<file path="config.mk">
export PLATFORM = sky130hd
export DESIGN_NAME = wb_arbiter_2_flat
export DESIGN_NICKNAME = d
export VERILOG_FILES = /design/src/rtl/wb_pkg.sv /design/src/rtl/wishbone_if.sv /design/src/rtl/wb_timeout_ctr.sv /design/src/rtl/wb_arbiter_2.sv /design/src/flat_wrapper.sv
export SDC_FILE = /design/constraint.sdc
export NUM_CORES = 1
export LEC_CHECK = 0
export CAP_MARGIN = 20
export CORE_AREA = 3 3 124 126
export CTS_CLUSTER_DIAMETER = 80
export CTS_CLUSTER_SIZE = 24
export DETAILED_ROUTE_END_ITERATION = 6
export DIE_AREA = 0 0 127 129
export PLACE_DENSITY = 0.59
export SYNTH_ARGS = -nofsm -noshare
export SYNTH_HDL_FRONTEND = slang
export SYNTH_HIERARCHICAL = 1
export SYNTH_SLANG_ARGS = --single-unit
</file>
<file path="constraint.sdc">
create_clock -name clk -period 2.55 [get_ports clk]
set_input_delay 0.51 -clock clk [delete_from_list [all_inputs] [get_ports clk]]
set_output_delay 0.51 -clock clk [all_outputs]
set_load 0.02 [all_outputs]
</file>
<file path="src/rtl/wb_pkg.sv">
// Shared types and defaults for the Wishbone arbiter block.
// Latency: n/a (declarations only).
// Backpressure: n/a.
package wb_pkg;

    typedef enum logic [1:0] {
        IDLE   = 2'd0,
        GRANT0 = 2'd1,
        GRANT1 = 2'd2,
        ABORT  = 2'd3
    } arb_state_e;

    localparam int WB_TIMEOUT_DEFAULT = 255;

endpackage

</file>
<file path="src/rtl/wishbone_if.sv">
// Wishbone classic bus bundle. Master drives adr/dat_o/sel/we/stb/cyc;
// the slave drives dat_i/ack/err/rty.
// Latency/backpressure: n/a (wires only; stalls are expressed by withholding ack/err/rty).
interface wishbone_if #(
    parameter int DATA_WIDTH   = 32,
    parameter int ADDR_WIDTH   = 32,
    parameter int SELECT_WIDTH = DATA_WIDTH / 8
) ();

    logic [ADDR_WIDTH-1:0]   adr;
    logic [DATA_WIDTH-1:0]   dat_o;
    logic [DATA_WIDTH-1:0]   dat_i;
    logic [SELECT_WIDTH-1:0] sel;
    logic                    we;
    logic                    stb;
    logic                    cyc;
    logic                    ack;
    logic                    err;
    logic                    rty;

    modport master (output adr, dat_o, sel, we, stb, cyc, input dat_i, ack, err, rty);
    modport slave  (input adr, dat_o, sel, we, stb, cyc, output dat_i, ack, err, rty);

endinterface

</file>
<file path="src/rtl/wb_timeout_ctr.sv">
// Bus watchdog: counts stalled cycles and pulses expire_o on the last allowed stall.
// Latency: expire_o is combinational in the cycle the limit is reached.
// Backpressure: none; a response in the same cycle suppresses expire_o.
// Ports: clk/rst, active_i (cyc&stb), response_i (ack|err|rty), clear_i, expire_o.
module wb_timeout_ctr
    import wb_pkg::*;
#(
    parameter int TIMEOUT_CYCLES = WB_TIMEOUT_DEFAULT,
    parameter int TIMEOUT_WIDTH  = 8
) (
    input  logic clk,
    input  logic rst,
    input  logic active_i,
    input  logic response_i,
    input  logic clear_i,
    output logic expire_o
);

    // Counter holds the number of stalls already seen, so the limit-th stall
    // is the one where the count equals TIMEOUT_CYCLES-1.
    localparam logic [TIMEOUT_WIDTH-1:0] LIMIT =
        (TIMEOUT_CYCLES > 0) ? TIMEOUT_WIDTH'(TIMEOUT_CYCLES - 1) : '0;
    localparam logic [TIMEOUT_WIDTH-1:0] SAT     = '1;
    localparam logic                     ENABLED = (TIMEOUT_CYCLES > 0);

    logic [TIMEOUT_WIDTH-1:0] cnt_q, cnt_d;

    always_comb begin
        cnt_d = cnt_q;
        if (clear_i || response_i) begin
            cnt_d = '0;
        end else if (active_i && (cnt_q != SAT)) begin
            cnt_d = cnt_q + 1'b1;
        end
    end

    always_ff @(posedge clk) begin
        if (rst) begin
            cnt_q <= '0;
        end else begin
            cnt_q <= cnt_d;
        end
    end

    assign expire_o = ENABLED && active_i && !response_i && !clear_i && (cnt_q == LIMIT);

endmodule

</file>
<file path="src/rtl/wb_arbiter_2.sv">
// Two-master round-robin Wishbone arbiter with bus-timeout abort.
// Latency: one cycle from master cyc to wb_out cyc; data/response paths are combinational.
// Backpressure: grant held for the whole cyc; a loser's request waits; hung slaves get err.
// Ports: clk/rst, wb_m0_if/wb_m1_if (masters), wb_out_if (to mux), grant {m1,m0}, timeout_evt.
module wb_arbiter_2
    import wb_pkg::*;
#(
    parameter int DATA_WIDTH     = 32,
    parameter int ADDR_WIDTH     = 32,
    parameter int SELECT_WIDTH   = DATA_WIDTH / 8,
    parameter int TIMEOUT_CYCLES = WB_TIMEOUT_DEFAULT,
    parameter int TIMEOUT_WIDTH  = 8
) (
    input  logic       clk,
    input  logic       rst,
    wishbone_if.slave  wb_m0_if,
    wishbone_if.slave  wb_m1_if,
    wishbone_if.master wb_out_if,
    output logic [1:0] grant,
    output logic       timeout_evt
);

    arb_state_e state_q, state_d;
    logic       last_grant_q, last_grant_d;
    logic [1:0] grant_q, grant_d;
    logic       timeout_evt_q, timeout_evt_d;

    logic m0_req, m1_req;
    logic owner_is_m1, owner_cyc, other_req, in_grant;
    logic out_active, out_resp, expire;

    assign m0_req = wb_m0_if.cyc;
    assign m1_req = wb_m1_if.cyc;

    // In ABORT the owner is remembered only by the held grant vector.
    assign owner_is_m1 = (state_q == GRANT1) || ((state_q == ABORT) && grant_q[1]);
    assign owner_cyc   = owner_is_m1 ? m1_req : m0_req;
    assign other_req   = owner_is_m1 ? m0_req : m1_req;
    assign in_grant    = (state_q == GRANT0) || (state_q == GRANT1);

    assign out_active = wb_out_if.cyc & wb_out_if.stb;
    assign out_resp   = wb_out_if.ack | wb_out_if.err | wb_out_if.rty;

    wb_timeout_ctr #(
        .TIMEOUT_CYCLES (TIMEOUT_CYCLES),
        .TIMEOUT_WIDTH  (TIMEOUT_WIDTH)
    ) u_timeout (
        .clk        (clk),
        .rst        (rst),
        .active_i   (out_active),
        .response_i (out_resp),
        .clear_i    (!in_grant || !owner_cyc),
        .expire_o   (expire)
    );

    always_comb begin
        state_d       = state_q;
        last_grant_d  = last_grant_q;
        timeout_evt_d = 1'b0;
        unique case (state_q)
            IDLE: begin
                if (m0_req && m1_req) begin
                    state_d = last_grant_q ? GRANT0 : GRANT1;
                end else if (m0_req) begin
                    state_d = GRANT0;
                end else if (m1_req) begin
                    state_d = GRANT1;
                end
            end
            GRANT0, GRANT1, ABORT: begin
                if (!owner_cyc) begin
                    // Hand straight over to a waiting master; no idle bubble.
                    last_grant_d = owner_is_m1;
                    if (other_req) begin
                        state_d = owner_is_m1 ? GRANT0 : GRANT1;
                    end else begin
                        state_d = IDLE;
                    end
                end else if ((state_q != ABORT) && expire) begin
                    state_d       = ABORT;
                    timeout_evt_d = 1'b1;
                end
            end
            default: state_d = IDLE;
        endcase

        unique case (state_d)
            GRANT0:  grant_d = 2'b01;
            GRANT1:  grant_d = 2'b10;
            ABORT:   grant_d = grant_q;
            default: grant_d = 2'b00;
        endcase
    end

    always_ff @(posedge clk) begin
        if (rst) begin
            state_q       <= IDLE;
            last_grant_q  <= 1'b1;
            grant_q       <= 2'b00;
            timeout_evt_q <= 1'b0;
        end else begin
            state_q       <= state_d;
            last_grant_q  <= last_grant_d;
            grant_q       <= grant_d;
            timeout_evt_q <= timeout_evt_d;
        end
    end

    always_comb begin
        wb_out_if.adr   = {ADDR_WIDTH{1'b0}};
        wb_out_if.dat_o = {DATA_WIDTH{1'b0}};
        wb_out_if.sel   = {SELECT_WIDTH{1'b0}};
        wb_out_if.we    = 1'b0;
        wb_out_if.stb   = 1'b0;
        wb_out_if.cyc   = 1'b0;
        wb_m0_if.dat_i  = {DATA_WIDTH{1'b0}};
        wb_m0_if.ack    = 1'b0;
        wb_m0_if.err    = 1'b0;
        wb_m0_if.rty    = 1'b0;
        wb_m1_if.dat_i  = {DATA_WIDTH{1'b0}};
        wb_m1_if.ack    = 1'b0;
        wb_m1_if.err    = 1'b0;
        wb_m1_if.rty    = 1'b0;
        unique case (state_q)
            GRANT0: begin
                wb_out_if.adr   = wb_m0_if.adr;
                wb_out_if.dat_o = wb_m0_if.dat_o;
                wb_out_if.sel   = wb_m0_if.sel;
                wb_out_if.we    = wb_m0_if.we;
                wb_out_if.stb   = wb_m0_if.stb;
                wb_out_if.cyc   = wb_m0_if.cyc;
                wb_m0_if.dat_i  = wb_out_if.dat_i;
                wb_m0_if.ack    = wb_out_if.ack;
                wb_m0_if.err    = wb_out_if.err;
                wb_m0_if.rty    = wb_out_if.rty;
            end
            GRANT1: begin
                wb_out_if.adr   = wb_m1_if.adr;
                wb_out_if.dat_o = wb_m1_if.dat_o;
                wb_out_if.sel   = wb_m1_if.sel;
                wb_out_if.we    = wb_m1_if.we;
                wb_out_if.stb   = wb_m1_if.stb;
                wb_out_if.cyc   = wb_m1_if.cyc;
                wb_m1_if.dat_i  = wb_out_if.dat_i;
                wb_m1_if.ack    = wb_out_if.ack;
                wb_m1_if.err    = wb_out_if.err;
                wb_m1_if.rty    = wb_out_if.rty;
            end
            ABORT: begin
                // Bus is released; the owner sees err only on the first ABORT cycle.
                if (grant_q[1]) begin
                    wb_m1_if.err = timeout_evt_q;
                end else begin
                    wb_m0_if.err = timeout_evt_q;
                end
            end
            default: ;
        endcase
    end

    assign grant       = grant_q;
    assign timeout_evt = timeout_evt_q;

endmodule

</file>
<file path="src/flat_wrapper.sv">
// flat-port wrapper written by rule: the top's interface ports become plain ports
module wb_arbiter_2_flat import wb_pkg::*;
#(
    parameter int DATA_WIDTH     = 32,
    parameter int ADDR_WIDTH     = 32,
    parameter int SELECT_WIDTH   = DATA_WIDTH / 8,
    parameter int TIMEOUT_CYCLES = WB_TIMEOUT_DEFAULT,
    parameter int TIMEOUT_WIDTH  = 8
)
  (clk, rst, grant, timeout_evt, wb_m0_if_adr, wb_m0_if_dat_o, wb_m0_if_sel, wb_m0_if_we, wb_m0_if_stb, wb_m0_if_cyc, wb_m0_if_dat_i, wb_m0_if_ack, wb_m0_if_err, wb_m0_if_rty, wb_m1_if_adr, wb_m1_if_dat_o, wb_m1_if_sel, wb_m1_if_we, wb_m1_if_stb, wb_m1_if_cyc, wb_m1_if_dat_i, wb_m1_if_ack, wb_m1_if_err, wb_m1_if_rty, wb_out_if_adr, wb_out_if_dat_o, wb_out_if_sel, wb_out_if_we, wb_out_if_stb, wb_out_if_cyc, wb_out_if_dat_i, wb_out_if_ack, wb_out_if_err, wb_out_if_rty);
  wishbone_if #(.DATA_WIDTH(DATA_WIDTH), .ADDR_WIDTH(ADDR_WIDTH), .SELECT_WIDTH(SELECT_WIDTH)) wb_m0_if_i ();
  wishbone_if #(.DATA_WIDTH(DATA_WIDTH), .ADDR_WIDTH(ADDR_WIDTH), .SELECT_WIDTH(SELECT_WIDTH)) wb_m1_if_i ();
  wishbone_if #(.DATA_WIDTH(DATA_WIDTH), .ADDR_WIDTH(ADDR_WIDTH), .SELECT_WIDTH(SELECT_WIDTH)) wb_out_if_i ();
  input  logic clk;
  input  logic rst;
  output logic [1:0] grant;
  output logic timeout_evt;
  input wire logic [$bits(wb_m0_if_i.adr)-1:0] wb_m0_if_adr;
  input wire logic [$bits(wb_m0_if_i.dat_o)-1:0] wb_m0_if_dat_o;
  input wire logic [$bits(wb_m0_if_i.sel)-1:0] wb_m0_if_sel;
  input wire logic [$bits(wb_m0_if_i.we)-1:0] wb_m0_if_we;
  input wire logic [$bits(wb_m0_if_i.stb)-1:0] wb_m0_if_stb;
  input wire logic [$bits(wb_m0_if_i.cyc)-1:0] wb_m0_if_cyc;
  output wire logic [$bits(wb_m0_if_i.dat_i)-1:0] wb_m0_if_dat_i;
  output wire logic [$bits(wb_m0_if_i.ack)-1:0] wb_m0_if_ack;
  output wire logic [$bits(wb_m0_if_i.err)-1:0] wb_m0_if_err;
  output wire logic [$bits(wb_m0_if_i.rty)-1:0] wb_m0_if_rty;
  input wire logic [$bits(wb_m1_if_i.adr)-1:0] wb_m1_if_adr;
  input wire logic [$bits(wb_m1_if_i.dat_o)-1:0] wb_m1_if_dat_o;
  input wire logic [$bits(wb_m1_if_i.sel)-1:0] wb_m1_if_sel;
  input wire logic [$bits(wb_m1_if_i.we)-1:0] wb_m1_if_we;
  input wire logic [$bits(wb_m1_if_i.stb)-1:0] wb_m1_if_stb;
  input wire logic [$bits(wb_m1_if_i.cyc)-1:0] wb_m1_if_cyc;
  output wire logic [$bits(wb_m1_if_i.dat_i)-1:0] wb_m1_if_dat_i;
  output wire logic [$bits(wb_m1_if_i.ack)-1:0] wb_m1_if_ack;
  output wire logic [$bits(wb_m1_if_i.err)-1:0] wb_m1_if_err;
  output wire logic [$bits(wb_m1_if_i.rty)-1:0] wb_m1_if_rty;
  output wire logic [$bits(wb_out_if_i.adr)-1:0] wb_out_if_adr;
  output wire logic [$bits(wb_out_if_i.dat_o)-1:0] wb_out_if_dat_o;
  output wire logic [$bits(wb_out_if_i.sel)-1:0] wb_out_if_sel;
  output wire logic [$bits(wb_out_if_i.we)-1:0] wb_out_if_we;
  output wire logic [$bits(wb_out_if_i.stb)-1:0] wb_out_if_stb;
  output wire logic [$bits(wb_out_if_i.cyc)-1:0] wb_out_if_cyc;
  input wire logic [$bits(wb_out_if_i.dat_i)-1:0] wb_out_if_dat_i;
  input wire logic [$bits(wb_out_if_i.ack)-1:0] wb_out_if_ack;
  input wire logic [$bits(wb_out_if_i.err)-1:0] wb_out_if_err;
  input wire logic [$bits(wb_out_if_i.rty)-1:0] wb_out_if_rty;
  assign wb_m0_if_i.adr = wb_m0_if_adr;
  assign wb_m0_if_i.dat_o = wb_m0_if_dat_o;
  assign wb_m0_if_i.sel = wb_m0_if_sel;
  assign wb_m0_if_i.we = wb_m0_if_we;
  assign wb_m0_if_i.stb = wb_m0_if_stb;
  assign wb_m0_if_i.cyc = wb_m0_if_cyc;
  assign wb_m0_if_dat_i = wb_m0_if_i.dat_i;
  assign wb_m0_if_ack = wb_m0_if_i.ack;
  assign wb_m0_if_err = wb_m0_if_i.err;
  assign wb_m0_if_rty = wb_m0_if_i.rty;
  assign wb_m1_if_i.adr = wb_m1_if_adr;
  assign wb_m1_if_i.dat_o = wb_m1_if_dat_o;
  assign wb_m1_if_i.sel = wb_m1_if_sel;
  assign wb_m1_if_i.we = wb_m1_if_we;
  assign wb_m1_if_i.stb = wb_m1_if_stb;
  assign wb_m1_if_i.cyc = wb_m1_if_cyc;
  assign wb_m1_if_dat_i = wb_m1_if_i.dat_i;
  assign wb_m1_if_ack = wb_m1_if_i.ack;
  assign wb_m1_if_err = wb_m1_if_i.err;
  assign wb_m1_if_rty = wb_m1_if_i.rty;
  assign wb_out_if_adr = wb_out_if_i.adr;
  assign wb_out_if_dat_o = wb_out_if_i.dat_o;
  assign wb_out_if_sel = wb_out_if_i.sel;
  assign wb_out_if_we = wb_out_if_i.we;
  assign wb_out_if_stb = wb_out_if_i.stb;
  assign wb_out_if_cyc = wb_out_if_i.cyc;
  assign wb_out_if_i.dat_i = wb_out_if_dat_i;
  assign wb_out_if_i.ack = wb_out_if_ack;
  assign wb_out_if_i.err = wb_out_if_err;
  assign wb_out_if_i.rty = wb_out_if_rty;
  wb_arbiter_2 #(.DATA_WIDTH(DATA_WIDTH), .ADDR_WIDTH(ADDR_WIDTH), .SELECT_WIDTH(SELECT_WIDTH), .TIMEOUT_CYCLES(TIMEOUT_CYCLES), .TIMEOUT_WIDTH(TIMEOUT_WIDTH)) u_core (.clk(clk), .rst(rst), .wb_m0_if(wb_m0_if_i), .wb_m1_if(wb_m1_if_i), .wb_out_if(wb_out_if_i), .grant(grant), .timeout_evt(timeout_evt));
endmodule
</file>
* After elaboration in Yosys (flattened, before gate mapping)
Index checks and enable logic that the tools add are counted.
** Operators by class
- $add $sub $neg :: 1
- Equality and inequality tests :: 9
- Mux-type cells :: 29
- Bitwise operators :: 5
- Reduce and logical (&&, ||, !) cells :: 20
** Operators by type and width (count)
- case mux 32 bit (2 select lines) :: 2
- 2-to-1 mux 32 bit :: 2
- 2-to-1 mux 2 bit :: 8
- case mux 1 bit (2 select lines) :: 5
- 2-to-1 mux 1 bit :: 9
- adder 8 x 1 -> 8 bit, second input constant :: 1
- == test 2 bit, second input constant :: 4
- == test 8 bit, second input constant :: 1
- != test 8 bit, second input constant :: 1
- case mux 4 bit (2 select lines) :: 1
- logical AND 1 bit :: 7
- case mux 2 bit (3 select lines) :: 1
- OR reduction 3 bit :: 2
- == test 2 x 1 -> 1 bit, second input constant :: 2
- zero test 1 bit :: 4
- logical OR 1 bit :: 4
- case mux 2 bit (2 select lines) :: 1
- zero test 2 bit :: 1
- != test 2 bit, second input constant :: 1
- NOT 1 bit :: 2
- OR 1 bit :: 2
- AND reduction 2 bit :: 1
- OR reduction 2 bit :: 1
- bitwise AND 1 bit :: 1
** Word-level totals
- Register bits after elaboration :: 14
- Input port bits :: 179
- Output and inout port bits :: 144
- Word-level logic and storage cells :: 69

* Logic depth before layout (Yosys ltp)
Gate-level depths: netlist of the first run.
- Depth in word-level cells :: 15
- Depth in mapped cells :: 14
- Mapped depth without buffers :: 13

* Modules after synthesis
The synthesis of the first run kept the hierarchy.
** Modules (own cells, without submodules)
- wb_arbiter_2 :: times used 1, cells an instance 294, area an instance 1968.1 µm², seq. area each 120.1 µm²
- wb_timeout_ctr :: times used 1, cells an instance 52, area an instance 457.9 µm², seq. area each 160.2 µm²

* Least setup slack after synthesis of the first run
OpenSTA, ideal clock, no wires.
- Path type :: reg2reg
- Start :: reg u_core.state_q[0]
- End :: reg u_core.grant_q[0] (netlist: u_core/grant[0])
- Setup time :: 0.086 ns
- Arrival :: 2.660 ns
- Data required time :: 2.464 ns
- Path slack :: -0.196 ns
- Stages on the path, launching flop included :: 12
- Path buffers :: 1
- Clock period less this slack :: 2.746 ns
- Cell sequence :: dfxtp_1 inv_1 ha_1 clkbuf_1 nor2b_1 nor2b_1 nand3_1 nor3_1 o21ba_2 o21bai_1 nor3_1 a211oi_1
** On the way
- Elaborated cells between the ends (all ways) :: 34
- Those cells by class :: eq/ne (7); mux (13); bitwise (1); reduce/logical (13)
** RTL lines
- start, declared :: line wb_arbiter_2.sv:23 : arb_state_e state_q, state_d;
- start signal, assigned :: line wb_arbiter_2.sv:102 : state_q <= state_d;
- == test 2 bit / == test 2 x 1 -> 1 bit (equally long branches) :: line wb_arbiter_2.sv:124 : unique case (state_q)
- case mux 1 bit (2 select lines) (*) :: line wb_arbiter_2.sv:124
- net wb_out_if_cyc :: line flat_wrapper.sv:43 : output wire logic [$bits(wb_out_if_i.cyc)-1:0] wb_out_if_cyc;
- bitwise AND 1 bit (*) :: line wb_arbiter_2.sv:41 : assign out_active = wb_out_if.cyc & wb_out_if.stb;
- net u_core.out_active :: line wb_arbiter_2.sv:30 : logic out_active, out_resp, expire;
- logical AND 1 bit (*) (3 in a row) :: line wb_timeout_ctr.sv:45 : assign expire_o = ENABLED && active_i && !response_i && !clear_i && (cnt_q == LIMIT);
- net u_core.expire :: line wb_arbiter_2.sv:30
- logical AND 1 bit (*) :: line wb_arbiter_2.sv:79 : end else if ((state_q != ABORT) && expire) begin
- 2-to-1 mux 2 bit (*) :: line wb_arbiter_2.sv:79
- 2-to-1 mux 2 bit (*) :: line wb_arbiter_2.sv:71 : if (!owner_cyc) begin
- case mux 2 bit (2 select lines) (*) :: line wb_arbiter_2.sv:60 : unique case (state_q)
- == test 2 bit / == test 2 x 1 -> 1 bit (equally long branches) :: line wb_arbiter_2.sv:87 : unique case (state_d)
- case mux 2 bit (3 select lines) :: line wb_arbiter_2.sv:87
- end signal, assigned :: line wb_arbiter_2.sv:104 : grant_q <= grant_d;
- end, declared :: line wb_arbiter_2.sv:25 : logic [1:0] grant_q, grant_d;
The timed path passes the listed nets; every way through them passes the cells marked *.
A chain may end at the register's enable or synchronous reset.

* Worst setup path in the final report of the first run
- Start :: reg u_core.state_q[0]
- End :: out wb_m1_if_dat_i[19]
** On the way
- Longest elaborated chain between the ends :: 2
** RTL lines
- == test 2 bit :: line wb_arbiter_2.sv:124
- 2-to-1 mux 32 bit :: line wb_arbiter_2.sv:124
- end, declared :: line flat_wrapper.sv:34 : output wire logic [$bits(wb_m1_if_i.dat_i)-1:0] wb_m1_if_dat_i;
No other way between the ends.

==> impl_metrics.env, run 1 <==
export IMPL_reg2reg_from="u_core/state_q[0]$_SDFF_PP0_"
export IMPL_worst_slack_ns=0.09045
export IMPL_crit_path_end_kind="primary output"
export IMPL_startpoint="u_core/state_q[0]$_SDFF_PP0_"
export IMPL_die_width_um=127
export IMPL_vias=3819
export IMPL_status="complete, no violations"
export IMPL_dp_cells=842
export IMPL_max_slew_margin=0.6922
export IMPL_antenna_cells=0
export IMPL_num_rows=44
export IMPL_core_region_area_mm2=0.01442
export IMPL_mostFrequentLayoutCell="clkdlybuf4s50_1"
export IMPL_ir_drop_uv=696.8
export IMPL_numClockSinks=14
export IMPL_io_buffers=322
export IMPL_critPathArrivalTime_ns=1.95
export IMPL_numCtsBuffers=3
export IMPL_fmax_ghz=0.4066
export IMPL_final_cells=852
export IMPL_synth_area_leader_cell="a22oi_1"
export IMPL_leakage_nw=2.675
export IMPL_clock_latency_ns=0.24
export IMPL_drive_gt1_frac=0.1377
export IMPL_clk_pin_slew_ns=0.05
export IMPL_syn_nets=531
export IMPL_finalClockSkew_ns=0.001356
export IMPL_cp_data_required_time_ns=2.04
export IMPL_ys_seq_area_frac=0.1155
export IMPL_yosysWarnings=6
export IMPL_antenna_found_initial=0
export IMPL_drc=0
export IMPL_met3_length_um=774
export IMPL_finalHoldWorstSlack_ns=0.5325
export IMPL_crit_chain="inv_1, ha_4, buf_12, and2_1, clkdlybuf4s50_1"
export IMPL_cts_path_max_buffers=2
export IMPL_grt_pass1_wl_um=20330
export IMPL_ctsRootBufferMaster="clkbuf_16"
export IMPL_synth_area_mm2=0.002426
export IMPL_nets=854
export IMPL_worstMarginPinSlew_ns=0.4602
export IMPL_critPathMaxStageDelay_ns=0.62
export IMPL_first_global_vias=3586
export IMPL_setup_viol=0
export IMPL_hp_start="u_core/last_grant_q$_SDFFE_PP1P_"
export IMPL_synth_top_area_share=0.2197
export IMPL_dp_slack_ns=-0.06301
export IMPL_grt_start_max_net_pins=64
export IMPL_wire_per_inst_um=16.77
export IMPL_die_height_um=129
export IMPL_highest_layer="met4"
export IMPL_overflow=0
export IMPL_total_power_mw=4.556
export IMPL_htreeDepth=1
export IMPL_detail_route_antenna_nets=0
export IMPL_start_util=0.1682
export IMPL_powerDensity_mw_per_mm2=757.6
export IMPL_cap_violations=0
export IMPL_synth_seq_cells=14
export IMPL_dr_first_iter_drc_count=214
export IMPL_crit_path_start_kind="register"
export IMPL_rsz0062_at_grt="true"
export IMPL_timing_final_crit_share=0.9645
export IMPL_worstPathMaxFanout=44
export IMPL_wl_um=14290
export IMPL_synthCells=346
export IMPL_place_hpwl_um=11720
export IMPL_ys_types=43
export IMPL_route_met2_wl_um=7506
export IMPL_cp_slowest_cell="clkdlybuf4s50_1"
export IMPL_slew_viol_final=0
export IMPL_drt_met1_wl_um=5711
export IMPL_syn_area_per_cell_um2=7.012
export IMPL_hold_class="reg2reg"
export IMPL_fin_crit_ns=2.460
export IMPL_place_gp_congestion=0.8645
export IMPL_syn_to_final_growth_pct=147.9
export IMPL_grt_usage=0.1525
export IMPL_cts_tree="yes"
export IMPL_path_class="reg2out"
export IMPL_firstDrtPassIters=4
export IMPL_layout_common_cells="228 x clkdlybuf4s50_1, 71 x nor2b_1, 70 x a22oi_1"
export IMPL_vias_per_cell=4.482
export IMPL_die_area_mm2=0.01638
export IMPL_ios=323
export IMPL_hold_viol_final=0
export IMPL_post_route_util=0.4169
export IMPL_netlist_top_cells_area="a22oi_1 22%, nor2b_1 19%, and2_1 18%"
==> timing repair <==
item | 4_1_cts | 5_1_grt
hold buffers | 0 | 0
buffers inserted | 3 | 3
gates cloned | 0 | 0
endpoints found under the setup margin | 106 | 112
pin swaps | 0 | 2
gates resized for setup | 72 | 113
==> layout make-up <==
class | count | area (µm²)
Fill cell | 1474 | 8411
Sequential cell | 14 | 282.8
Multi-Input combinational cell | 294 | 2046
Clock buffer | 4 | 88.84
Inverter | 5 | 18.77
Tap cell | 184 | 230.2
Timing Repair Buffer | 351 | 3347
==> sequential cells by signal, summed over array words and instances (netlist names) <==
name / cells
u_core/grant: 2
u_core/state_q: 2
u_core/timeout_evt: 1
u_core/u_timeout/cnt_q: 8
u_core/last_grant_q: 1
==> cells by family (layout without fill, tap and decap cells) <==
family / after synthesis / count (layout) / synth area share
AOI/OAI and AO/OA: 102 / 102 / 0.3192
DFF: 14 / 14 / 0.1155
adders and majority gates: 6 / 6 / 0.03094
muxes: 2 / 2 / 0.008252
and+or+nand+nor: 184 / 184 / 0.4636
buffers and inverters: 38 / 360 / 0.06241
==> worst max-delay path, delay by kind of cell (launching register included) <==
| kind | cells | cell delay (ns) |
|---|---|---|
| adders and majority gates | 1 | 0.25 |
| buffers and inverters | 3 | 0.96 |
| DFF | 1 | 0.33 |
| and+or+nand+nor | 1 | 0.15 |
==> final timing paths <==
path,endpoint,slack (ns),depth (start not counted)
max,wb_m1_if_dat_i[19],0.09,5
max reg2reg,u_core/grant[0]$_SDFFE_PP0P_,0.19,14
min reg2reg,u_core/last_grant_q$_SDFFE_PP1P_,0.53,2
min,u_core/last_grant_q$_SDFFE_PP1P_,0.53,2
==> layer usage <==
metal  up-vias  GRT usage
li1       1881          -
met1      1757     0.1885
met2       157     0.2774
met3        24    0.02698
met4         0    0.03155
met5         -          0
==> through the flow <==
step                cell area (µm²)  setup TNS [ns]
floorplan                      2436               0
global placement               6030       -0.006772
detailed placement             6030        -0.07820
CTS                            6056               0
global route                   6013        -0.02900
finish                         6013               0
==> cell usage after synthesis, drive strengths merged <==
cell,count
a211o,1
a211oi,5
a21oi,4
a221o,1
a221oi,1
a22o,1
a22oi,71
a311oi,1
a31oi,3
a32o,1
and2,68
and2b,1
and3,1
and4,3
and4b,1
buf,6
clkbuf,27
dfxtp,14
ha,6
inv,5
mux2i,2
nand2,11
nand2b,3
nand3,4
nand4,1
nor2,6
nor2b,73
nor3,7
nor4bb,1
o211a,1
o21a,1
o21ai,8
o21ba,1
o21bai,1
o32ai,1
or3,4
==> power breakdown <==
| part | switching (mW) | internal, mW | leakage [nW] |
|---|---|---|---|
| sequential | 0.0414 | 0.256 | 0.114 |
| clock | 0.0937 | 0.238 | 0.0442 |
| combinational | 2.06 | 1.87 | 2.52 |
(Power assumes the default switching activity.)
==> inputs of run 2 (changes only) <==
ABC_AREA = 0   (was default)
ABC_CLOCK_PERIOD_IN_PS = 2550   (was default)
CTS_CLUSTER_DIAMETER = 150   (was 80)
==> results of run 2 <==
Final layout, timing and power as in run 1 (identical DEF).
